<file path="src/rtl/adc_seq_collector_if.sv">
// Bundles the ADC sequencer CSR port and the ADC response stream.
// master = collector side (drives CSR, sinks responses); slave = ADC side.
interface adc_seq_collector_if;
  logic        csr_address;
  logic        csr_read;
  logic        csr_write;
  logic [31:0] csr_writedata;
  logic [31:0] csr_readdata;
  logic        rsp_valid;
  logic [4:0]  rsp_channel;
  logic [11:0] rsp_data;
  logic        rsp_startofpacket;
  logic        rsp_endofpacket;

  modport master (
    output csr_address, csr_read, csr_write, csr_writedata,
    input  csr_readdata,
    input  rsp_valid, rsp_channel, rsp_data, rsp_startofpacket, rsp_endofpacket
  );

  modport slave (
    input  csr_address, csr_read, csr_write, csr_writedata,
    output csr_readdata,
    output rsp_valid, rsp_channel, rsp_data, rsp_startofpacket, rsp_endofpacket
  );
endinterface

</file>
<file path="src/rtl/adc_seq_collector.sv">
// Host-side ADC sequencer controller: starts/stops continuous conversion over the
// CSR port and box-car averages 2^AVG_SHIFT response samples per channel.
module adc_seq_collector #(
  parameter int NUM_CH    = 8,
  parameter int AVG_SHIFT = 2
) (
  input  logic                 clk_clk,
  input  logic                 reset_reset_n,
  input  logic                 enable,
  adc_seq_collector_if.master  adc,
  input  logic [4:0]           rd_ch,
  output logic [11:0]          rd_data,
  output logic [NUM_CH-1:0]    valid_mask,
  output logic                 frame_done,
  output logic                 running,
  output logic [7:0]           drop_count
);

  localparam int SW = 12 + AVG_SHIFT;
  localparam int CW = (AVG_SHIFT > 0) ? AVG_SHIFT : 1;
  // With AVG_SHIFT=0 the single count bit stays 0, so every beat completes.
  localparam logic [CW-1:0] CNT_LAST = (AVG_SHIFT == 0) ? {CW{1'b0}} : {CW{1'b1}};

  typedef enum logic [2:0] {
    S_IDLE      = 3'd0,
    S_START     = 3'd1,
    S_RUN       = 3'd2,
    S_STOP      = 3'd3,
    S_POLL      = 3'd4,
    S_POLL_WAIT = 3'd5
  } state_t;

  state_t              state_r;
  state_t              next_state_s;
  logic                csr_read_r;
  logic                csr_write_r;
  logic [31:0]         csr_writedata_r;
  logic                running_r;
  logic                frame_done_r;
  logic [7:0]          drop_count_r;
  logic [NUM_CH-1:0]   valid_mask_r;
  logic [SW-1:0]       acc_r    [NUM_CH];
  logic [CW-1:0]       cnt_r    [NUM_CH];
  logic [11:0]         result_r [NUM_CH];
  logic                accept_s;
  logic                ch_ok_s;
  logic                start_clear_s;
  logic [11:0]         rd_data_s;
  logic                unused_s;

  function automatic logic [SW-1:0] acc_add(input logic [SW-1:0] acc,
                                            input logic [11:0]   sample);
    return acc + SW'(sample);
  endfunction

  function automatic logic [7:0] sat_inc8(input logic [7:0] value);
    return (value == 8'hFF) ? 8'hFF : value + 8'd1;
  endfunction

  assign accept_s      = adc.rsp_valid && (state_r != S_IDLE);
  assign ch_ok_s       = ({27'd0, adc.rsp_channel} < 32'(NUM_CH));
  assign start_clear_s = (state_r == S_IDLE) && (next_state_s == S_START);
  assign unused_s      = ^{adc.rsp_startofpacket, adc.csr_readdata[31:1]};

  // Next-state logic for the sequencer start/stop/poll handshake.
  always_comb begin
    next_state_s = state_r;
    case (state_r)
      S_IDLE: begin
        if (enable) next_state_s = S_START;
        else        next_state_s = S_IDLE;
      end
      S_START: next_state_s = S_RUN;
      S_RUN: begin
        if (!enable) next_state_s = S_STOP;
        else         next_state_s = S_RUN;
      end
      S_STOP: next_state_s = S_POLL;
      S_POLL: next_state_s = S_POLL_WAIT;
      S_POLL_WAIT: begin
        // Read latency is 1, so readdata belongs to the strobe of the previous cycle.
        if (adc.csr_readdata[0]) next_state_s = S_POLL;
        else                     next_state_s = S_IDLE;
      end
      default: next_state_s = S_IDLE;
    endcase
  end

  // State register and CSR strobes, registered from the upcoming state.
  always_ff @(posedge clk_clk) begin
    if (!reset_reset_n) begin
      state_r         <= S_IDLE;
      csr_read_r      <= 1'b0;
      csr_write_r     <= 1'b0;
      csr_writedata_r <= 32'h0000_0000;
      running_r       <= 1'b0;
    end else begin
      state_r         <= next_state_s;
      csr_write_r     <= (next_state_s == S_START) || (next_state_s == S_STOP);
      csr_writedata_r <= (next_state_s == S_START) ? 32'h0000_0001 : 32'h0000_0000;
      csr_read_r      <= (next_state_s == S_POLL);
      running_r       <= (next_state_s != S_IDLE);
    end
  end

  // Per-channel averaging, drop counting and end-of-frame pulse.
  always_ff @(posedge clk_clk) begin
    if (!reset_reset_n) begin
      frame_done_r <= 1'b0;
      drop_count_r <= 8'd0;
      valid_mask_r <= {NUM_CH{1'b0}};
      for (int i = 0; i < NUM_CH; i++) begin
        acc_r[i]    <= {SW{1'b0}};
        cnt_r[i]    <= {CW{1'b0}};
        result_r[i] <= 12'd0;
      end
    end else begin
      frame_done_r <= accept_s && adc.rsp_endofpacket;
      if (accept_s && !ch_ok_s) begin
        drop_count_r <= sat_inc8(drop_count_r);
      end
      for (int i = 0; i < NUM_CH; i++) begin
        if (start_clear_s) begin
          acc_r[i]        <= {SW{1'b0}};
          cnt_r[i]        <= {CW{1'b0}};
          valid_mask_r[i] <= 1'b0;
        end else if (accept_s && (adc.rsp_channel == 5'(i))) begin
          if (cnt_r[i] == CNT_LAST) begin
            result_r[i]     <= 12'(acc_add(acc_r[i], adc.rsp_data) >> AVG_SHIFT);
            acc_r[i]        <= {SW{1'b0}};
            cnt_r[i]        <= {CW{1'b0}};
            valid_mask_r[i] <= 1'b1;
          end else begin
            acc_r[i] <= acc_add(acc_r[i], adc.rsp_data);
            cnt_r[i] <= cnt_r[i] + CW'(1'b1);
          end
        end
      end
    end
  end

  // Result bank read mux; out-of-range indices read as zero.
  always_comb begin
    rd_data_s = 12'd0;
    for (int i = 0; i < NUM_CH; i++) begin
      rd_data_s = (rd_ch == 5'(i)) ? result_r[i] : rd_data_s;
    end
  end

  assign rd_data           = rd_data_s;
  assign valid_mask        = valid_mask_r;
  assign frame_done        = frame_done_r;
  assign running           = running_r;
  assign drop_count        = drop_count_r;
  assign adc.csr_address   = 1'b0;
  assign adc.csr_read      = csr_read_r;
  assign adc.csr_write     = csr_write_r;
  assign adc.csr_writedata = csr_writedata_r;

endmodule

</file>
<file path="src/flat_wrapper.sv">
// flat-port wrapper written by rule: the top's interface ports become plain ports
module adc_seq_collector_flat 
#(
  parameter int NUM_CH    = 8,
  parameter int AVG_SHIFT = 2
)
  (clk_clk, reset_reset_n, enable, rd_ch, rd_data, valid_mask, frame_done, running, drop_count, adc_csr_address, adc_csr_read, adc_csr_write, adc_csr_writedata, adc_csr_readdata, adc_rsp_valid, adc_rsp_channel, adc_rsp_data, adc_rsp_startofpacket, adc_rsp_endofpacket);
  adc_seq_collector_if adc_i ();
  input  logic clk_clk;
  input  logic reset_reset_n;
  input  logic enable;
  input  logic [4:0] rd_ch;
  output logic [11:0] rd_data;
  output logic [NUM_CH-1:0] valid_mask;
  output logic frame_done;
  output logic running;
  output logic [7:0] drop_count;
  output wire logic [$bits(adc_i.csr_address)-1:0] adc_csr_address;
  output wire logic [$bits(adc_i.csr_read)-1:0] adc_csr_read;
  output wire logic [$bits(adc_i.csr_write)-1:0] adc_csr_write;
  output wire logic [$bits(adc_i.csr_writedata)-1:0] adc_csr_writedata;
  input wire logic [$bits(adc_i.csr_readdata)-1:0] adc_csr_readdata;
  input wire logic [$bits(adc_i.rsp_valid)-1:0] adc_rsp_valid;
  input wire logic [$bits(adc_i.rsp_channel)-1:0] adc_rsp_channel;
  input wire logic [$bits(adc_i.rsp_data)-1:0] adc_rsp_data;
  input wire logic [$bits(adc_i.rsp_startofpacket)-1:0] adc_rsp_startofpacket;
  input wire logic [$bits(adc_i.rsp_endofpacket)-1:0] adc_rsp_endofpacket;
  assign adc_csr_address = adc_i.csr_address;
  assign adc_csr_read = adc_i.csr_read;
  assign adc_csr_write = adc_i.csr_write;
  assign adc_csr_writedata = adc_i.csr_writedata;
  assign adc_i.csr_readdata = adc_csr_readdata;
  assign adc_i.rsp_valid = adc_rsp_valid;
  assign adc_i.rsp_channel = adc_rsp_channel;
  assign adc_i.rsp_data = adc_rsp_data;
  assign adc_i.rsp_startofpacket = adc_rsp_startofpacket;
  assign adc_i.rsp_endofpacket = adc_rsp_endofpacket;
  adc_seq_collector #(.NUM_CH(NUM_CH), .AVG_SHIFT(AVG_SHIFT)) u_core (.clk_clk(clk_clk), .reset_reset_n(reset_reset_n), .enable(enable), .adc(adc_i), .rd_ch(rd_ch), .rd_data(rd_data), .valid_mask(valid_mask), .frame_done(frame_done), .running(running), .drop_count(drop_count));
endmodule
</file>
<file path="config.mk">
export PLATFORM = sky130hd
export DESIGN_NAME = adc_seq_collector_flat
export DESIGN_NICKNAME = d
export VERILOG_FILES = /design/src/rtl/adc_seq_collector_if.sv /design/src/rtl/adc_seq_collector.sv /design/src/flat_wrapper.sv
export SDC_FILE = /design/constraint.sdc
export NUM_CORES = 1
export LEC_CHECK = 0
export CAP_MARGIN = 20
export CORE_ASPECT_RATIO = 0.6
export CORE_MARGIN = 4
export CORE_UTILIZATION = 41
export DETAILED_ROUTE_END_ITERATION = 7
export SLEW_MARGIN = 10
export SYNTH_ARGS = -nofsm -noshare
export SYNTH_HDL_FRONTEND = slang
export SYNTH_SLANG_ARGS = --single-unit
</file>
<file path="constraint.sdc">
create_clock -name clk_clk -period 2.95 [get_ports clk_clk]
set_clock_uncertainty 0.15 [all_clocks]
set_input_delay 0.59 -clock clk_clk [delete_from_list [all_inputs] [get_ports clk_clk]]
set_output_delay 0.59 -clock clk_clk [all_outputs]
set_load 0.02 [all_outputs]
</file>
# After elaboration in Yosys (flattened, before gate mapping)
# Memory sizes are Yosys's and may differ from the RTL's.
# Cells that the tools add are included.
[totals]
register_bits = 55
ram_bits = 224
output_inout_bits = 65
wordCells = 306
mem_count = 3
[op_classes]
n_addsub = 17
order_cmp = 1
eq_ne = 31
mux = 154
bitwise_logic = 57
reduce_logical = 28
[mem_list]
columns = ["memory", "words", "word_bits", "read_ports", "rd_clocked_by_memory_dff", "wr", "line_no", "source"]
rows = [
  ["u_core.acc_r", 8, 14, 8, 0, 8, "adc_seq_collector.sv:42", "logic [SW-1:0] acc_r [NUM_CH];"],
  ["u_core.result_r", 8, 12, 8, 0, 8, "adc_seq_collector.sv:44", "logic [11:0] result_r [NUM_CH];"],
  ["u_core.cnt_r", 8, 2, 8, 0, 8, "adc_seq_collector.sv:43", "logic [CW-1:0] cnt_r [NUM_CH];"],
]
[op_table]
columns = ["op", "count"]
rows = [
  ["14-bit 2-to-1 mux", 24],
  ["12-bit 2-to-1 mux", 16],
  ["14-bit by 12-bit adder with 14-bit output", 8],
  ["1-bit 2-to-1 mux", 87],
  ["1-bit bitwise OR", 56],
  ["2-bit 2-to-1 mux", 24],
  ["5-bit by 3-bit == test with 1-bit output (second input constant)", 8],
  ["5-bit by 2-bit == test with 1-bit output (second input constant)", 4],
  ["3-bit case mux with 6 select lines", 1],
  ["2-bit by 1-bit adder with 2-bit output (second input constant)", 8],
  ["2-bit == test (second input constant)", 8],
  ["2-bit AND reduction", 8],
  ["1-bit logical AND", 12],
  ["5-bit by 1-bit == test with 1-bit output (second input constant)", 2],
  ["5-bit zero test", 2],
  ["3-bit by 2-bit == test with 1-bit output (second input constant)", 3],
  ["3-bit == test (second input constant)", 3],
  ["8-bit by 1-bit adder with 8-bit output (second input constant)", 1],
  ["8-bit == test (second input constant)", 1],
  ["8-bit 2-to-1 mux", 1],
  ["3-bit by 1-bit == test with 1-bit output (second input constant)", 2],
  ["3-bit nonzero test", 2],
  ["5-bit by 4-bit less-than comparator with 1-bit output (second input constant)", 1],
  ["3-bit zero test", 1],
  ["5 further kinds", 5],
]

# Logic depth before layout (Yosys ltp)
[depth]
word_depth = 10
ltp_mapped = 10
ltp_nobuf = 10

# Least setup slack after synthesis
# OpenSTA, ideal clock, no wires.
[synth_path]
path_kind = "input port to output port"
from = "in rd_ch[4]"
to = "out rd_data[0]"
arrival_ns = 2.122
slack_ns = 0.088
path_stages = 6
n_path_buf = 0
path_cell_list = "nor3_2 nor3b_2 a22oi_1 and3_1 nor2_1 a2bb2oi_1"
[synth_between]
elab_chain_len = 9
word_cells_on_any_way = 16
classes_between = "eq/ne (7); mux (8); reduce/logical (1)"
[synth_lines]
columns = ["item", "line_no", "source"]
rows = [
  ["start: declaration", "flat_wrapper.sv:12", "input logic [4:0] rd_ch;"],
  ["5-bit zero test", "adc_seq_collector.sv:146", "rd_data_s = (rd_ch == 5'(i)) ? result_r[i] : rd_data_s;"],
  ["12-bit 2-to-1 mux (7 in series)", "adc_seq_collector.sv:146", ""],
  ["12-bit 2-to-1 mux *", "adc_seq_collector.sv:146", ""],
  ["end: declaration", "flat_wrapper.sv:13", "output logic [11:0] rd_data;"],
]
# Mark *: on every way between the ends. The rest lies on a longest branch, timed or not.

# Worst setup path in the final report
[layout_path]
from = "in rd_ch[4]"
to = "out rd_data[4]"
# Same word-level chain as after synthesis.

==> results.txt <==
----------------------------------------------------
[Setup path]
  Peak per-stage delay on the critical path ... 200 ps
  Critical path type ... input port to output port
  WP buf/inv ... 6
  Crit path max-delay cell type ... nor3b_2
  Cell family with most CP delay ... buffers and inverters
  Critical path, cell by cell ... buf_8 > buf_6 > nor3_4 > buf_6 > nor3b_2 > buf_6 > a22oi_2 > and3_4 > buf_4 > a2bb2oi_2 > buf_6
  Startpoint type of the worst setup path ... input port
  Worst path required time ... 2210 ps
  Crit. End Element ... output port
  Maximum fanout along the worst path ... 7
  Data arrival time at the worst-slack endpoint ... 2180 ps
  Most common cell type on the critical path ... buf_6

[Cells and area]
  Layout cells sized above 1 ... 23.2%
  Area growth from synthesis to final layout ... 28.5%
  Final Net Count ... 1841
  Final non-filler cell total ... 2144
  Final core utilization ... 54.0%
  Filler cell count in the final layout ... 2998
  Antenna diode instance count ... 0

[Timing]
  Peak clock frequency supported by timing ... 342 MHz
  Final clock period utilization by the worst path ... 99.0%
  Unrepaired setup endpoints after global routing ... yes
  Max Transition Viols Final ... 0
  Worst relative slew slack ... 59.1%
  Final count of hold timing violations ... 0
  Final min period ... 2920 ps
  Setup TNS ... 0 ps
  Actual slew at the worst max-slew pin ... 614 ps
  Count of final setup violators ... 0

[Synthesis]
  Share of flip-flops with an asynchronous set or reset after synthesis ... 0%
  Syn Inst Count ... 1387
  Mean post-synth cell area ... 10.3 um^2
  #FFs+latches synth ... 248
  Most instantiated flip-flop cell in the synthesis netlist ... edfxtp_1
  Netlist area before placement ... 0.0143 mm^2
  Yosys warns ... 0
  Seq/Total Area, Yosys ... 50.4%
  EDFF count, synth ... 224
  Number of different library cells in the post-synthesis netlist ... 68

[Floorplan]
  Die height ... 153 um
  Die area ... 0.0381 mm^2
  Total number of placement rows ... 52
  Area of the core ... 0.0340 mm^2
  Ports placed on the boundary ... 125
  Die width ... 249 um
  Effective utilization at floorplan ... 42.1%

[GRT]
  Global-route usage over all layers ... 21.2%
  Overflow after GRT ... 0
  Initial antenna violation count ... 3
  Largest net degree at the start of global routing ... 35
  Wire length of the first global-routing pass ... 62600 um
  Number of global-route vias before repair ... 10400

[CTS]
  Maximum root-to-sink buffer count ... 3
  Clk pin slew, worst setup/hold paths ... 60 ps
  Clock tree from TritonCTS ... built
  Clock sinks ... 248
  CTS root buf ... clkbuf_16
  Number of clock buffers inserted by TritonCTS ... 25
  H-tree depth ... 1
  Clk_lat worst skew ... 540 ps
  Number of buffers inserted by hold repair at cts ... 0

[Status]
  Run status ... complete, no violations

[Placed design]
  Port-buffer cells ... 60
  Routability Congestion ... 0.930
  Cell total after placement ... 2093
  Hpwl dp ... 31500 um

[Run]
  Number of maximum-capacitance constraint violations ... 0

[Power and ir drop]
  Clock network fraction of design power ... 30.0%
  Final Power ... 10.1 mW
  Part of the total power dissipated in combinational logic ... 27.1%
  Seq pwr share ... 42.9%
  Highest ir drop seen on vdd ... 0.467 mV
  Switching power ... 3.04 mW
  Net switching fraction of the power ... 30.2%
  Leakage power of the design ... 7.57 nW
  Int Power ... 7.04 mW
  Pwr/cell area ... 548 mW/mm^2

[Routing]
  Routed wire length ... 41800 um
  Pre-antenna DRT Iters ... 5
  Via count ... 11200
  DRC violations left ... 0
  Initial detailed-routing violation count ... 907
  Final antenna-violating net count ... 0
  Routed wire per std cell ... 19.5 um
  Average vias per placed instance ... 5.24

[Hold path]
  Worst min-delay path category ... register to register

----------------------------------------------------
power by group through the flow:
| stage | Combinational (mW) | Clock [mW] | Sequential (mW) |
|---|---|---|---|
| 6_report | 2.73 | 3.03 | 4.32 |
| 5_1_grt | 2.99 | 3.24 | 4.34 |
| 4_1_cts | 2.60 | 3.09 | 4.31 |
| 3_5_place_dp | 2.56 | 0 | 4.38 |
| 3_3_place_gp | 2.53 | 0 | 4.38 |
| 2_1_floorplan | 1.47 | 0 | 4.34 |
state kept, by name, indices dropped and copies added, names as in the netlist:
register / flops
u_core.running: 1
u_core.adc.csr_writedata: 1
u_core.valid_mask: 8
u_core.acc_r: 112
u_core.drop_count: 8
u_core.cnt_r: 16
u_core.adc.csr_write: 1
u_core.state_r: 3
u_core.adc.csr_read: 1
u_core.frame_done: 1
u_core.result_r: 96
per-stage QoR:
stage	area (um^2)	hold WS, ps	setup slack [ps]
2_1_floorplan	14400	344	87.6
3_3_place_gp	17100	282	-890
3_5_place_dp	17100	286	-893
4_1_cts	17900	296	-2.71
5_1_grt	18400	317	-28.2
6_report	18400	297	29.2
layer usage:
metal	share of wire (%)	routed length (um)	GRT usage (%)
met4	2.1	858	4.67
met2	40	16700	28.7
met3	7.3	3060	4.21
met1	51	21200	34.6
met5	0	0	0
synth_stat cells, drive strengths merged, types with 10 or more instances:
cell type	n	area [um^2]
xnor2	36	315
nor2	280	1050
nand2	97	364
o21a	12	90.1
ha	105	1310
and3	16	100
inv	55	206
buf	58	379
nand3	23	115
dfxtp	24	480
xor2	58	508
o21ai	68	340
nor3	24	146
nand2b	22	145
clkbuf	16	60.1
or3	10	62.6
nor2b	23	144
edfxtp	224	6730
a21oi	95	475
cell type report:
| cell class | count | area (um^2) | area share (%) |
|---|---|---|---|
| flip-flops and latches | 248 | 7210 | 39.2 |
| well taps | 459 | 574 | 3.12 |
| repair buffers | 297 | 2610 | 14.2 |
| inverters | 55 | 206 | 1.12 |
| multi-input cells | 1041 | 7030 | 38.2 |
| clock inverters | 10 | 60.1 | 0.327 |
| clock buffers | 34 | 691 | 3.76 |
final timing paths:
check                        from                   end  slack, ps  cells past startpoint
min          u_core.valid_mask[0]  u_core.valid_mask[0]        300                      2
max                      rd_ch[4]            rd_data[4]         30                     11
min reg2reg  u_core.valid_mask[0]  u_core.valid_mask[0]        300                      2
max reg2reg     u_core.state_r[1]   u_core.acc_r[3][23]        420                      7
what timing repair did:
item	in CTS	in global routing
gates resized for setup	112	102
buffers inserted	4	4
endpoints found under the setup margin	29	68
cloned	0	0
hold endpoints to repair	0	0
pin swaps	25	52
logic make-up (layout without fill, tap and decap cells):
logic type	after synthesis	in the layout	share of synthesized area (%)
compound gates	268	268	11.7
xor+xnor	94	94	5.75
fa+ha+maj	113	113	10.3
buf+inv	129	396	4.51
flops	248	248	50.4
mux	9	9	0.804
other cells	1	32	0.0262
simple gates	525	525	16.6
worst min-delay path, stage by stage (launching register included):
cell and delay, ps:
dfxtp_1 310, nand2_1 50, nand2_1 40
layout by cell type (no fill, tap or decap), types with 17 or more instances in the layout:
cell / synthesis / routed
nor2_1: 280 / 272
edfxtp_1: 224 / 224
buf_4: 34 / 214
ha_1: 105 / 101
nand2_1: 97 / 94
a21oi_1: 95 / 85
o21ai_0: 68 / 55
xor2_1: 58 / 54
inv_1: 54 / 53
clkdlybuf4s50_1: 0 / 42
conb_1: 1 / 32
xnor2_1: 36 / 31
clkbuf_16: 0 / 26
dfxtp_1: 24 / 24
nand3_1: 23 / 23
nand2b_1: 21 / 21
nor3_1: 20 / 19
buf_12: 0 / 17
(Power assumes the default switching activity.)
